### src/rtl/ram_copier.sv
// ram_copier: fill/copy block-move engine acting as master of a single-port RAM
// ports: start/op/src_addr/dst_addr/len/fill_data carry one command; busy/done/err report status;
//        m_cen/m_wen/m_addr/m_din drive the RAM, m_dout is the RAM's registered read data
module ram_copier #(
  parameter int AW = 5,
  parameter int DW = 32
) (
  input  logic          clk,
  input  logic          reset_n,
  input  logic          start,
  input  logic          op,
  input  logic [AW-1:0] src_addr,
  input  logic [AW-1:0] dst_addr,
  input  logic [AW:0]   len,
  input  logic [DW-1:0] fill_data,
  output logic          busy,
  output logic          done,
  output logic          err,
  output logic          m_cen,
  output logic          m_wen,
  output logic [AW-1:0] m_addr,
  output logic [DW-1:0] m_din,
  input  logic [DW-1:0] m_dout
);
  typedef enum logic [2:0] {IDLE, FILL, RD, WR, DONE, ERR} state_t;
  state_t st, nxt;
  logic [AW-1:0] src_q, dst_q, lst_q, idx, nxt_idx, nxt_addr;
  logic [DW-1:0] data_q;
  logic nxt_cen, nxt_wen, ld, last;
  // RAM controls are registered, so they are computed for the state being entered
  always_comb begin
    nxt = st;
    nxt_idx = idx;
    nxt_cen = 1'b0;
    nxt_wen = 1'b0;
    nxt_addr = '0;
    ld = 1'b0;
    last = idx == lst_q;
    case (st)
      IDLE: if (start) begin
        if (len[AW] && |len[AW-1:0]) nxt = ERR;
        else if (len == '0) nxt = DONE;
        else begin
          ld = 1'b1;
          nxt_idx = '0;
          nxt = op ? RD : FILL;
          nxt_cen = 1'b1;
          nxt_wen = !op;
          nxt_addr = op ? src_addr : dst_addr;
        end
      end
      FILL: begin
        nxt = last ? DONE : FILL;
        nxt_idx = idx + 1'b1;
        nxt_cen = !last;
        nxt_wen = !last;
        nxt_addr = last ? '0 : dst_q + idx + 1'b1;
      end
      RD: begin
        nxt = WR;
        nxt_cen = 1'b1;
        nxt_wen = 1'b1;
        nxt_addr = dst_q + idx;
      end
      WR: begin
        nxt = last ? DONE : RD;
        nxt_idx = idx + 1'b1;
        nxt_cen = !last;
        nxt_addr = last ? '0 : src_q + idx + 1'b1;
      end
      default: nxt = IDLE;
    endcase
  end
  always_ff @(posedge clk or negedge reset_n) begin
    if (!reset_n) begin
      st <= IDLE;
      idx <= '0;
      m_cen <= 1'b0;
      m_wen <= 1'b0;
      m_addr <= '0;
      src_q <= '0;
      dst_q <= '0;
      lst_q <= '0;
      data_q <= '0;
    end else begin
      st <= nxt;
      idx <= nxt_idx;
      m_cen <= nxt_cen;
      m_wen <= nxt_wen;
      m_addr <= nxt_addr;
      if (ld) begin
        src_q <= src_addr;
        dst_q <= dst_addr;
        lst_q <= AW'(len - 1'b1);
        data_q <= fill_data;
      end
    end
  end
  assign busy = st == FILL || st == RD || st == WR;
  assign done = st == DONE;
  assign err = st == ERR;
  // RAM updates dout on the edge that ends RD, so write data must bypass any register
  assign m_din = st == WR ? m_dout : data_q;
endmodule

### config.mk
export PLATFORM = sky130hd
export DESIGN_NAME = ram_copier
export DESIGN_NICKNAME = d
export VERILOG_FILES = /design/src/rtl/ram_copier.sv
export SDC_FILE = /design/constraint.sdc
export NUM_CORES = 1
export LEC_CHECK = 0
export CAP_MARGIN = 20
export CORE_MARGIN = 2
export CORE_UTILIZATION = 47
export CTS_BUF_LIST = sky130_fd_sc_hd__clkbuf_4 sky130_fd_sc_hd__clkbuf_8
export CTS_CLUSTER_SIZE = 14
export DETAILED_ROUTE_END_ITERATION = 16
export GPL_ROUTABILITY_DRIVEN = 0
export HOLD_SLACK_MARGIN = 0.15
export PLACE_DENSITY = 0.82
export SLEW_MARGIN = 25
export SYNTH_ARGS = -nofsm -noshare
export SYNTH_HDL_FRONTEND = slang
export SYNTH_SLANG_ARGS = --single-unit
### constraint.sdc
create_clock -name clk -period 2.7 [get_ports clk]
set_input_delay 0.405 -clock clk [delete_from_list [all_inputs] [get_ports clk]]
set_output_delay 0.405 -clock clk [all_outputs]
set_load 0.02 [all_outputs]
[Word-level counts from Yosys, hierarchy flattened]
Index checks and enable logic that the tools add are counted.
Cells by class
  multiplexer cells: 28
  add/sub/neg operators: 6
  reduce and logical (&&, ||, !) cells: 11
  eq/ne operators: 9
Operator list (number)
  $mux W5: 9
  $mux W32: 1
  $pmux W5 S4: 1
  $add A5 B1 Y5 const B: 3
  $mux W3: 5
  $pmux W3 S4: 1
  $add A5 B5 Y5: 2
  $pmux W5 S2: 1
  $mux W1: 7
  $eq A3 B2 Y1 const B: 2
  $eq A3 B3 Y1 const B: 2
  $logic_not A6 Y1: 1
  $ne A2 B2 Y1 const B: 3
  $pmux W1 S3: 2
  $eq A5 B5 Y1: 1
  $reduce_or A5 Y1: 1
  $sub A5 B1 Y5 const B: 1
  $reduce_and A4 Y1: 1
  $eq A3 B1 Y1 const B: 1
  $logic_not A3 Y1: 1
  $logic_not A1 Y1: 2
  $logic_or A1 B1 Y1: 2
  $mux W2: 1
  $reduce_bool A2 Y1: 1
  other kinds (2): 2
Word-level totals
  flip-flop bits (word level): 62
  bits of input ports: 84

[Longest topological paths before layout]
  depth in word-level cells: 5
  mapped depth: 9
  mapped depth without buffers: 8

[Worst setup path after synthesis]
No wires, ideal clock.
  kind: input to register
  start point: input port len[0]
  end point: register data_q[0]
  path slack: 0.468 ns
  required time: 2.575 ns
  cell stages on the path: 8
  path buffers: 2
  arrival: 2.107 ns
  cells stage by stage: inv_1 -> ha_1 -> nor4b_4 -> mux2_4 -> or3_1 -> buf_6 -> buf_12 -> mux2_4
Between the ends
  cells in the longest elaborated chain, start to end: 5
  elaborated cells on any way between the ends: 7
  classes of those cells: 4 x mux; 3 x reduce/logical
Ends and longest elaborated chain
  start: declaration: RTL line 14  | input logic [AW:0] len,
  $logic_not A6 Y1 / $reduce_or A5 Y1 (equally long branches): RTL line 42, 41
  $mux W1 / $logic_and A1 B1 Y1 (equally long branches): RTL line 42, 41
  $mux W1 *: RTL line 41  | if (len[AW] && |len[AW-1:0]) nxt = ERR;
  $mux W1 *: RTL line 40  | IDLE: if (start) begin
  $mux W1 *: RTL line 39  | case (st)
  end signal: assignment: RTL line 95  | data_q <= fill_data;
  end: declaration: RTL line 28  | logic [DW-1:0] data_q;
Mark *: on every way between the ends. The rest lies on a longest branch, timed or not.
A chain may end at the register's enable or synchronous reset.

[Worst setup path after layout]
  start point: register st[0]
  end point: output port m_din[8]
Between the ends
  cells in the longest elaborated chain, start to end: 2
Ends and longest elaborated chain
  start: declaration: RTL line 26  | state_t st, nxt;
  start signal: assignment: RTL line 86  | st <= nxt;
  $eq A3 B2 Y1: RTL line 103  | assign m_din = st == WR ? m_dout : data_q;
  $mux W32: RTL line 103
  end: declaration: RTL line 22  | output logic [DW-1:0] m_din,
Every way passes these cells.

==> impl_metrics.env <==
export IMPL_first_pass_grt_wire_length_mm=14.2
export IMPL_max_stage_delay_ns=0.54
export IMPL_num_vias=2821
export IMPL_static_leakage_power_uw=0.00247
export IMPL_asyncSetResetFlopFracSynth=1.00
export IMPL_worst_setup_hold_path_clk_slew_ns=0.07
export IMPL_timing_worst_setup_path_type="flop to output port"
export IMPL_die_w_um=92.8
export IMPL_wire_per_inst_um=16.3
export IMPL_swShare=0.371
export IMPL_cts_post_setup_buffers_inserted=0
export IMPL_min_period_over_period=0.962
export IMPL_post_route_drc_count=0
export IMPL_totalWireLength_mm=8.86
export IMPL_status="finished clean"
export IMPL_dieHeight_um=92.8
export IMPL_post_synth_cell_area_avg_um2=12.3
export IMPL_power_ir_vdd_worst_uv=755
export IMPL_synthXorXnorAreaFrac=0.0472
export IMPL_ctsLongestPathBuffers=2
export IMPL_worstHoldStart="data_q[30]"
export IMPL_timing_critical_path_required_ns=2.30
export IMPL_timing_hold_worst_endpoint="data_q[30]"
export IMPL_cts_buffers=9
export IMPL_floorplan_core_area_um2=7690
export IMPL_ctsHtreeMaxLevel=3
export IMPL_ys_ff_latch=62
export IMPL_internal_reg_to_reg_setup_slack_ns=0.47
export IMPL_max_clock_freq_ghz=0.385
export IMPL_arrival_ns=2.19
export IMPL_root_buffer="sky130_fd_sc_hd__clkbuf_8"
export IMPL_diodes=0
export IMPL_power_share_combinational=0.591
export IMPL_slew_of_the_pin_with_the_lowest_slew_margin_ns=0.521
export IMPL_crit_slowest_cell="sky130_fd_sc_hd__clkdlybuf4s50_1"
export IMPL_timing_slew_headroom=0.652
export IMPL_grt_max_degree=34
export IMPL_path_max_fanout=16
export IMPL_synth_compound_area_frac=0.0641
export IMPL_postSynthNetCount=399
export IMPL_synth_area_mux_share=0.287
export IMPL_finalCriticalPeriod_ns=2.60
export IMPL_firstDrtPassIters=4
export IMPL_clock_power_share=0.134
export IMPL_syn_inst=301
export IMPL_power_density_cell_area_nw_per_um2=1170
export IMPL_synth_edf_count=0
export IMPL_setup_viol=0
export IMPL_initial_cell_density_of_the_core=0.482
export IMPL_rr_worst_depth=7
export IMPL_grt_pass1_vias=3014
export IMPL_cts_num_sinks=62
export IMPL_leftover_overflow_at_the_end_of_global_routing=0
export IMPL_post_dp_hpwl_mm=6.44
export IMPL_drt_iter0_drc=143
export IMPL_setup_worst_path_end_class="output port"
export IMPL_p_sw_uw=2320
export IMPL_vias_per_cell=5.20
export IMPL_io_pins=126
export IMPL_tritoncts="yes"
export IMPL_synth_fa_ha_area_frac=0.0540
export IMPL_fin_skew_ns=0.0131
export IMPL_whs_path_depth=1
export IMPL_power_sequential_fraction=0.275
export IMPL_post_synth_num_cell_types=39
export IMPL_final_hold_violation_count=0
export IMPL_synthesis_yosys_warnings=0
export IMPL_maxCapViolations=0
export IMPL_worstSetupStartpointType="flop"
export IMPL_worst_r2r_endpoint="m_addr[4]"
export IMPL_synth_ff_type="sky130_fd_sc_hd__dfrtp_1"
export IMPL_setup_tns_ns=0
export IMPL_critical_path_buf_inv_count=2
export IMPL_synth_area_um2=3710
export IMPL_post_layout_nonfiller_instances=542
export IMPL_final_nets=534
export IMPL_r2r_start="idx[0]"
export IMPL_antenna_left=0
export IMPL_placed_cells=525
export IMPL_maxSlewViolCount=0
export IMPL_global_route_usage_total=0.209
export IMPL_area_delta_synth_final_pct=43.7
export IMPL_area_of_the_die_um2=8620
export IMPL_worstPathCellList="nor2b_1 > nand2_2 > clkbuf_16 > mux2_2 > clkdlybuf4s50_1"
export IMPL_rsz0062_at_grt="no"
export IMPL_synth_simple_gate_area_share=0.0793
export IMPL_placementRows=32
export IMPL_power_internal_uw=3930
export IMPL_clock_insertion_delay_worst_skew_ns=0.33
export IMPL_dominant_combinational_cell_family_by_area_after_synthesis="multiplexers"
export IMPL_count_of_input_and_output_buffers=125
export IMPL_share_of_final_layout_standard_cells_stronger_than_drive_strength_1=0.250
export IMPL_number_of_antenna_violations_at_the_first_check_in_global_routing=0
export IMPL_cp_top_family="buffers and inverters"
export IMPL_hp_class="flop to flop"
export IMPL_synth_yosys_seq_area_share=0.418
## worst max path at each step
stage,startpoint,to,slack [ns],depth (start not counted)
after floorplan,len[0],data_q[0],0.47,8
after global placement,len[0],dst_q[1],0.09,8
after detailed placement,len[0],dst_q[1],0.04,8
after CTS,st[0],m_din[9],0.08,5
after global routing,st[0],m_din[23],0.01,5
final,st[0],m_din[8],0.10,5
## cells in the final DEF, fill, tap and decap left out, types with 2 or more instances in the layout
master                              n
sky130_fd_sc_hd__o31ai_1            3
sky130_fd_sc_hd__inv_1             12
sky130_fd_sc_hd__nor3_1             5
sky130_fd_sc_hd__o21ai_0           14
sky130_fd_sc_hd__mux2i_1            6
sky130_fd_sc_hd__fa_1               2
sky130_fd_sc_hd__mux2_4            43
sky130_fd_sc_hd__ha_1              12
sky130_fd_sc_hd__nand2_1           22
sky130_fd_sc_hd__a21oi_1            7
sky130_fd_sc_hd__and3_1             2
sky130_fd_sc_hd__and2_1             2
sky130_fd_sc_hd__o21a_1             2
sky130_fd_sc_hd__mux2_2            32
sky130_fd_sc_hd__o221ai_1           5
sky130_fd_sc_hd__dfrtp_1           62
sky130_fd_sc_hd__nand2b_1           2
sky130_fd_sc_hd__buf_12             3
sky130_fd_sc_hd__clkbuf_8          12
sky130_fd_sc_hd__nor2b_1            3
sky130_fd_sc_hd__buf_4              9
sky130_fd_sc_hd__dlymetal6s2s_1     3
sky130_fd_sc_hd__xor2_1            10
sky130_fd_sc_hd__or2_2              2
sky130_fd_sc_hd__nand3_1            5
sky130_fd_sc_hd__clkdlybuf4s50_1  121
sky130_fd_sc_hd__xnor2_1           10
sky130_fd_sc_hd__nor2_1            10
## state kept, by name (all words and copies together), names as in the netlist
signal,flops
data_q,32
dst_q,5
idx,5
lst_q,5
m_addr,5
m_cen,1
m_wen,1
src_q,5
st,3
## repair_timing
item | in CTS | in global routing
hold buffers | 1 | 0
resized for setup | 0 | 4
endpoints found under the hold margin | 15 | 0
setup endpoints to repair | 0 | 10
## worst reg2reg max path: stages (launching register included)
cell and delay, ns:
sky130_fd_sc_hd__dfrtp_1 0.47, sky130_fd_sc_hd__ha_1 0.25, sky130_fd_sc_hd__fa_1 0.41, sky130_fd_sc_hd__xor2_1 0.36, sky130_fd_sc_hd__o311a_1 0.23, sky130_fd_sc_hd__o21a_1 0.16
sky130_fd_sc_hd__xnor2_1 0.13, sky130_fd_sc_hd__o211ai_1 0.10
## power by group through the flow
stage	Sequential [uW]	Clock [uW]	Combinational (uW)
floorplan	1680	0	2450
global placement	1700	0	3550
detailed placement	1720	0	3650
CTS	1710	860	3680
global route	1780	907	3980
finish	1720	836	3690
## routing by layer
metal  vias up  track usage  part of all wire
met5         -            0                 0
met4         0       0.0600             0.018
met3        18       0.0545             0.067
met2       112        0.350              0.48
met1      1362        0.266              0.43
li1       1329            -                 -
## per-stage QoR
stage          hold WS [ns]  cell area [um2]  setup slack, ns   util  total power [uW]
3_5_place_dp          0.363             5080           0.0398  0.660              5370
5_1_grt               0.532             5330           0.0112  0.693              6670
6_report              0.506             5330            0.103  0.693              6250
3_3_place_gp          0.367             5080           0.0911  0.660              5260
2_1_floorplan         0.109             3710            0.468      -              4120
4_1_cts               0.510             5290           0.0774  0.689              6250
## synth_stat cells, types with 4 or more instances
cell                        n  area (um2)
sky130_fd_sc_hd__a21oi_1    7        35.0
sky130_fd_sc_hd__dfrtp_1   62        1550
sky130_fd_sc_hd__ha_1      12         150
sky130_fd_sc_hd__nand2_1   23        86.3
sky130_fd_sc_hd__nand3_1    5        25.0
sky130_fd_sc_hd__o221ai_1   5        43.8
sky130_fd_sc_hd__buf_12     4        80.1
sky130_fd_sc_hd__mux2i_1    6        60.1
sky130_fd_sc_hd__inv_1     12        45.0
sky130_fd_sc_hd__o21ai_0   14        70.1
sky130_fd_sc_hd__clkbuf_1   4        15.0
sky130_fd_sc_hd__xor2_1    10        87.6
sky130_fd_sc_hd__xnor2_1   10        87.6
sky130_fd_sc_hd__mux2_4    43         646
sky130_fd_sc_hd__nor3_1     5        25.0
sky130_fd_sc_hd__mux2_2    32         360
sky130_fd_sc_hd__nor2_1    10        37.5
## final cells by class
type,instances,area (um2)
Timing Repair Buffer,139,1420
Tap cell,102,128
Inverter,12,45.0
Multi-Input combinational cell,212,1980
Clock inverter,3,42.5
Sequential cell,62,1550
Fill cell,568,2360
Clock buffer,12,165
## logic make-up (layout without fill, tap and decap cells)
family | count (synthesis) | after routing
AOI/OAI and AO/OA | 37 | 37
xor gates and xnor gates | 20 | 20
adders and majority gates | 15 | 15
buffers and inverters | 27 | 166
DFF | 62 | 62
muxes | 81 | 81
and+or+nand+nor | 59 | 59
(Power assumes the default switching activity.)
